--- config.mk ---
export PLATFORM = sky130hd
export DESIGN_NAME = poly_seq_engine
export DESIGN_NICKNAME = d
export VERILOG_FILES = /design/src/rtl/poly_seq_engine.sv
export SDC_FILE = /design/constraint.sdc
export NUM_CORES = 1
export LEC_CHECK = 0
export CORE_MARGIN = 2
export CORE_UTILIZATION = 25
export CTS_BUF_LIST = sky130_fd_sc_hd__clkbuf_4 sky130_fd_sc_hd__clkbuf_8
export DETAILED_ROUTE_END_ITERATION = 8
export GPL_TIMING_DRIVEN = 0
export MAX_ROUTING_LAYER = met4
export PLACE_DENSITY = 0.51
export SYNTH_ARGS = -nofsm -noshare
export SYNTH_HDL_FRONTEND = slang
export SYNTH_SLANG_ARGS = --single-unit
export TNS_END_PERCENT = 30
--- constraint.sdc ---
create_clock -name clk -period 2.8 [get_ports clk]
set_input_delay 0.28 -clock clk [delete_from_list [all_inputs] [get_ports clk]]
set_output_delay 0.28 -clock clk [all_outputs]
set_load 0.02 [all_outputs]
--- src/rtl/poly_seq_engine.sv ---
// poly_seq_engine: multi-voice square-wave song sequencer.
// A song of 2^STEP_W steps is walked at the sequencer tick rate; each step
// plays NUM_CH square voices whose half-periods come from an external LUT.
// The voices are mixed into a 1-bit first-order delta-sigma stream.
// Everything runs on clk with clock-enable ticks; there are no derived clocks.
module poly_seq_engine #(
  parameter int NUM_CH     = 2,
  parameter int HP_W       = 7,
  parameter int SYNTH_DIV  = 10,
  parameter int SEQ_DIV    = 17,
  parameter int STEP_TICKS = 20,
  parameter int GATE_TICKS = 10,
  parameter int STEP_W     = 7
) (
  input  logic                   clk,
  input  logic                   rst_n,
  input  logic                   run,
  input  logic                   loop_en,
  input  logic [NUM_CH*HP_W-1:0] hp_in,
  output logic [STEP_W-1:0]      step_idx,
  output logic                   step_strobe,
  output logic                   gate,
  output logic                   done,
  output logic                   audio
);

  localparam int TICK_W = (STEP_TICKS > 1) ? $clog2(STEP_TICKS) : 1;
  localparam int ACC_W  = $clog2(NUM_CH) + 1;
  // One spare bit so acc + popcount never wraps before the threshold compare.
  localparam int MIX_W  = ACC_W + 1;

  localparam logic [TICK_W-1:0] LAST_TICK = TICK_W'(STEP_TICKS - 1);
  localparam logic [TICK_W:0]   GATE_LIM  = (TICK_W + 1)'(GATE_TICKS);
  localparam logic [MIX_W-1:0]  MIX_FULL  = MIX_W'(NUM_CH);

  typedef enum logic [1:0] {IDLE, PLAY, PAUSE, DONE} state_t;

  state_t              state_reg;
  state_t              state_next;
  logic [SEQ_DIV-1:0]  pre_reg;
  logic [TICK_W-1:0]   tick_ctr_reg;
  logic [STEP_W-1:0]   step_idx_reg;
  logic                strobe_reg;
  logic                gate_reg;
  logic [ACC_W-1:0]    acc_reg;
  logic                audio_reg;
  logic [NUM_CH-1:0]   voice_v;
  logic [MIX_W-1:0]    vsum;
  logic [MIX_W-1:0]    mix_total;

  // Time only advances while playing with run high. The PAUSE cycle in which
  // run returns already counts, so a pause of N low cycles delays the song by
  // exactly N clocks.
  logic counting;
  logic freeze;
  logic synth_tick;
  logic seq_tick;
  logic last_tick;
  logic last_step;
  logic song_end;
  logic in_window;
  logic voice_gate;

  assign counting   = run && (state_reg == PLAY || state_reg == PAUSE);
  assign freeze     = !run && (state_reg == PLAY || state_reg == PAUSE);
  assign synth_tick = counting && (&pre_reg[SYNTH_DIV-1:0]);
  assign seq_tick   = counting && (&pre_reg);
  assign last_tick  = (tick_ctr_reg == LAST_TICK);
  assign last_step  = &step_idx_reg;
  assign song_end   = seq_tick && last_tick && last_step && !loop_en;
  assign in_window  = ({1'b0, tick_ctr_reg} < GATE_LIM);
  // Voices run off the live tick counter; the gate output is its registered copy.
  assign voice_gate = (state_reg == PLAY || state_reg == PAUSE) && in_window;

  // State register.
  always_ff @(posedge clk) begin
    if (!rst_n) begin
      state_reg <= IDLE;
    end else begin
      state_reg <= state_next;
    end
  end

  // Next-state logic: run/stop, pause/resume and end-of-song handling.
  always_comb begin
    state_next = state_reg;
    case (state_reg)
      IDLE: begin
        if (run) state_next = PLAY;
      end
      PLAY, PAUSE: begin
        if (!run)          state_next = PAUSE;
        else if (song_end) state_next = DONE;
        else               state_next = PLAY;
      end
      DONE: begin
        if (!run) state_next = IDLE;
      end
      default: state_next = IDLE;
    endcase
  end

  // Prescaler, per-step tick counter and song position.
  always_ff @(posedge clk) begin
    if (!rst_n) begin
      pre_reg      <= '0;
      tick_ctr_reg <= '0;
      step_idx_reg <= '0;
      strobe_reg   <= 1'b0;
    end else begin
      strobe_reg <= 1'b0;
      if (state_reg == IDLE) begin
        if (run) begin
          pre_reg      <= '0;
          tick_ctr_reg <= '0;
          step_idx_reg <= '0;
        end
      end else if (counting) begin
        pre_reg <= pre_reg + SEQ_DIV'(1);
        if (seq_tick) begin
          if (last_tick) begin
            tick_ctr_reg <= '0;
            if (!last_step) begin
              step_idx_reg <= step_idx_reg + STEP_W'(1);
              strobe_reg   <= 1'b1;
            end else if (loop_en) begin
              step_idx_reg <= '0;
              strobe_reg   <= 1'b1;
            end
          end else begin
            tick_ctr_reg <= tick_ctr_reg + TICK_W'(1);
          end
        end
      end
    end
  end

  // Gate output: high only while the next state is PLAY inside the gate window.
  always_ff @(posedge clk) begin
    if (!rst_n) begin
      gate_reg <= 1'b0;
    end else begin
      gate_reg <= (state_next == PLAY) && in_window;
    end
  end

  genvar gi;
  generate
    for (gi = 0; gi < NUM_CH; gi++) begin : g_voice
      logic [HP_W-1:0] hp_c;
      logic [HP_W-1:0] ph_reg;
      logic            v_reg;

      assign hp_c        = hp_in[gi*HP_W +: HP_W];
      assign voice_v[gi] = v_reg;

      // Square voice: hold while paused, silence outside the gate or on a rest,
      // otherwise toggle every hp_c synth ticks (>= so a shrinking hp_c never wraps).
      always_ff @(posedge clk) begin
        if (!rst_n) begin
          ph_reg <= '0;
          v_reg  <= 1'b0;
        end else if (freeze) begin
          ph_reg <= ph_reg;
          v_reg  <= v_reg;
        end else if (!voice_gate || hp_c == '0) begin
          ph_reg <= '0;
          v_reg  <= 1'b0;
        end else if (synth_tick) begin
          if (ph_reg >= hp_c - HP_W'(1)) begin
            ph_reg <= '0;
            v_reg  <= ~v_reg;
          end else begin
            ph_reg <= ph_reg + HP_W'(1);
          end
        end
      end
    end
  endgenerate

  // Count sounding voices; voices held during a pause are muted by the gate.
  always_comb begin
    vsum = '0;
    for (int c = 0; c < NUM_CH; c++) begin
      vsum = vsum + MIX_W'(voice_v[c] & gate_reg);
    end
  end

  assign mix_total = {1'b0, acc_reg} + vsum;

  // First-order delta-sigma: emit 1 whenever the accumulator reaches NUM_CH.
  always_ff @(posedge clk) begin
    if (!rst_n) begin
      acc_reg   <= '0;
      audio_reg <= 1'b0;
    end else if (mix_total >= MIX_FULL) begin
      acc_reg   <= ACC_W'(mix_total - MIX_FULL);
      audio_reg <= 1'b1;
    end else begin
      acc_reg   <= ACC_W'(mix_total);
      audio_reg <= 1'b0;
    end
  end

  assign step_idx    = step_idx_reg;
  assign step_strobe = strobe_reg;
  assign gate        = gate_reg;
  assign done        = (state_reg == DONE);
  assign audio       = audio_reg;

endmodule
==> qor.csv <==
metric,value,unit
clkTransAtPathRegs,0.09,ns
rsz0062_at_grt,no,
worst_pin_slew,0.556,ns
antenna_cells,0,
area_growth,19.0,%
ant_nets,0,
rr_worst_depth,10,
routed_wl,7140,um
clk_path_buf_depth,2,
clkPwrFrac,0.308,
antenna_found_initial,0,
status,completed,
track_usage,0.110,
drt_iter0_markers,118,
synthCells,376,
root_buffer,clkbuf_8,
overflow,0,
syn_nets,423,
crit_chain,clkdlybuf4s50_1 > inv_1 > ha_1 > nand2_1 > xor2_1 > ha_1 > a211oi_1 > nor2_1 > or2_2 > buf_1 > o21ai_0 > mux2i_1,
critPathLaunchType,primary input,
switching_power,0.426,mW
max_slew_margin,0.625,
setup_viol,0,
p_per_area,390,mW/mm2
cp_top_family,buffers and inverters,
path_class,in -> reg,
pwr-share-seq,0.512,
nNetsFinal,457,
postCtsSetupBuffers,0,
die_width,118,um
firstDrtPassIters,4,
wl_per_cell,12.2,um
row_count,41,
start_util,0.257,
dp_hpwl,5530,um
clk_latency,0.31,ns
cp_max_fo,6,
grt_pass1_vias,2699,
place_congestion,0.794,
path_depth,12,
async_flop_share,0,
core,0.0126,mm2
synth_area_per_cell,8.62,um2
period_share,0.931,
most-common-layout-cells,"dfxtp_1, nand2_1, nor2_1, ha_1, clkdlybuf4s50_1",
end_kind,flop,
cts_tree,done,
synth_area,0.00324,mm2
largest_register_ffs,17,
path_buf_inv,3,
critical_path.startpoint,hp_in[7],
yosysSeqAreaShare,0.321,
drive_above_1_share,0.0779,
critical_path_arrival,2.84,ns
clock_sinks,52,
die_y,118,um
worst_ir_drop_vdd,172,uV
ys.flop_type,dfxtp_1,
placed_area,0.00373,mm2
synth_warnings,0,
hold_path_class,in -> reg,
fmaxAchievable,0.384,GHz
drv_cap,0,
setup.worst_path.end,g_voice[1].v_reg$_SDFFE_PN0P_,
hold_viol,0,
cp_common_cell,ha_1,
layout_commonest_cell,dfxtp_1,
drv_slew,0,
whs,0.460,ns
synth_cell_types,60,
sw_frac_of_total,0.284,
r2r-end,step_idx[5]$_SDFFE_PN0P_,
reg2reg_from,pre_reg[7]$_SDFFE_PN0P_,
post-route-cell-area,0.00385,mm2
post-route-min-period,2.61,ns
synth_seq_cells,52,
dr_total_vias,2738,
cts_made_buffers,5,
drcViolationCount,0,
p_leak,1.41,nW
r2r_slack,0.23,ns
grt_max_degree,16,
io_pins,29,
grt_first_pass_wirelength,12500,um
pwr-share-comb,0.180,
worstPathRequired,3.04,ns
htreeDepth,2,
dieArea,0.0139,mm2
fin_skew,0.0122,ns
internal-power,1.08,mW
finalPower,1.50,mW
io_buffers,27,
synth_edf_count,0,
via_per_inst,4.70,
cpMaxStageDelayCell,clkdlybuf4s50_1,
worst_path_largest_cell_delay,0.49,ns
[routing by layer]
metal | wire length, um | track usage
met1 | 3460 | 0.138
met2 | 3370 | 0.182
met3 | 250 | 0.0237
met4 | 61 | 0.0248
met5 | 0 | -
[Yosys cell counts (7+ instances only)]
library cell,n,share of area
nand3_1,18,0.028
clkbuf_1,7,0.0081
xnor2_1,13,0.035
and3_1,10,0.019
a21oi_1,12,0.019
nor3b_1,7,0.016
o21ai_0,18,0.028
inv_1,15,0.017
xor2_1,18,0.049
nand4_1,13,0.025
nor2_1,32,0.037
dfxtp_1,52,0.32
nand2_1,32,0.037
ha_1,28,0.11
[what timing repair did]
item,in CTS,in global routing
hold buffers,0,0
gates cloned,0,0
setup endpoints to repair,8,13
gates resized for setup,1,5
[how the worst min path moves through the flow]
stage	start	endpoint	cells past startpoint
global placement	pre_reg[9]$_SDFFE_PN0P_	pre_reg[9]$_SDFFE_PN0P_	2
finish	rst_n	state_reg[0]$_SDFF_PN0_	2
floorplan	tick_ctr_reg[4]$_SDFFE_PN0P_	gate$_SDFF_PN0_	1
detailed placement	g_voice[1].v_reg$_SDFFE_PN0P_	g_voice[1].v_reg$_SDFFE_PN0P_	2
CTS	rst_n	state_reg[0]$_SDFF_PN0_	2
global route	rst_n	state_reg[0]$_SDFF_PN0_	2
[power groups by stage]
stage	clock, mW	sequential [mW]	combinational (mW)
finish	0.463	0.769	0.270
global route	0.513	0.771	0.305
CTS	0.492	0.770	0.269
detailed placement	0	0.786	0.266
global placement	0	0.786	0.262
floorplan	0	0.787	0.172
[per-stage QoR]
stage / instances / util / setup TNS, ns / worst slack (ns)
floorplan: 376 / - / 0 / 0.381
global placement: 575 / 0.295 / -4.62 / -0.540
detailed placement: 575 / 0.295 / -6.03 / -0.640
CTS: 583 / 0.303 / 0 / 0.00338
global route: 583 / 0.305 / 0 / 0.0170
finish: 583 / 0.305 / 0 / 0.194
[worst reg2reg max path, cell delays in order, from the launching register on]
cell and delay [ns]:
dfxtp_1 0.40, and4_2 0.31, nand2_1 0.15, nor3_1 0.24, ha_1 0.21, and2_1 0.16, and3_1 0.16, buf_4 0.15
a21boi_4 0.08, o221a_2 0.28, or3_1 0.33
[layout make-up]
class	count	area (um2)
clock buffers	7	90.1
plain buffers	12	61.3
flip-flops and latches	52	1040
multi-input cells	297	2110
inverters	15	56.3
well taps	172	215
clock inverters	1	7.51
repair buffers	27	270
fillers	1377	8760
[cells by family (layout without fill, tap and decap cells)]
logic type               after synthesis  after routing  share of synthesized area
AND/OR/NAND/NOR                      164            164                      0.285
AO/OA/AOI/OAI                         72             72                      0.157
flip-flops                            52             52                      0.321
XOR/XNOR                              31             31                     0.0838
adder cells (fa/ha/maj)               29             29                      0.114
buffers and inverters                 27             62                     0.0363
multiplexers                           1              1                    0.00309
Power figures use the tool's default switching activity.
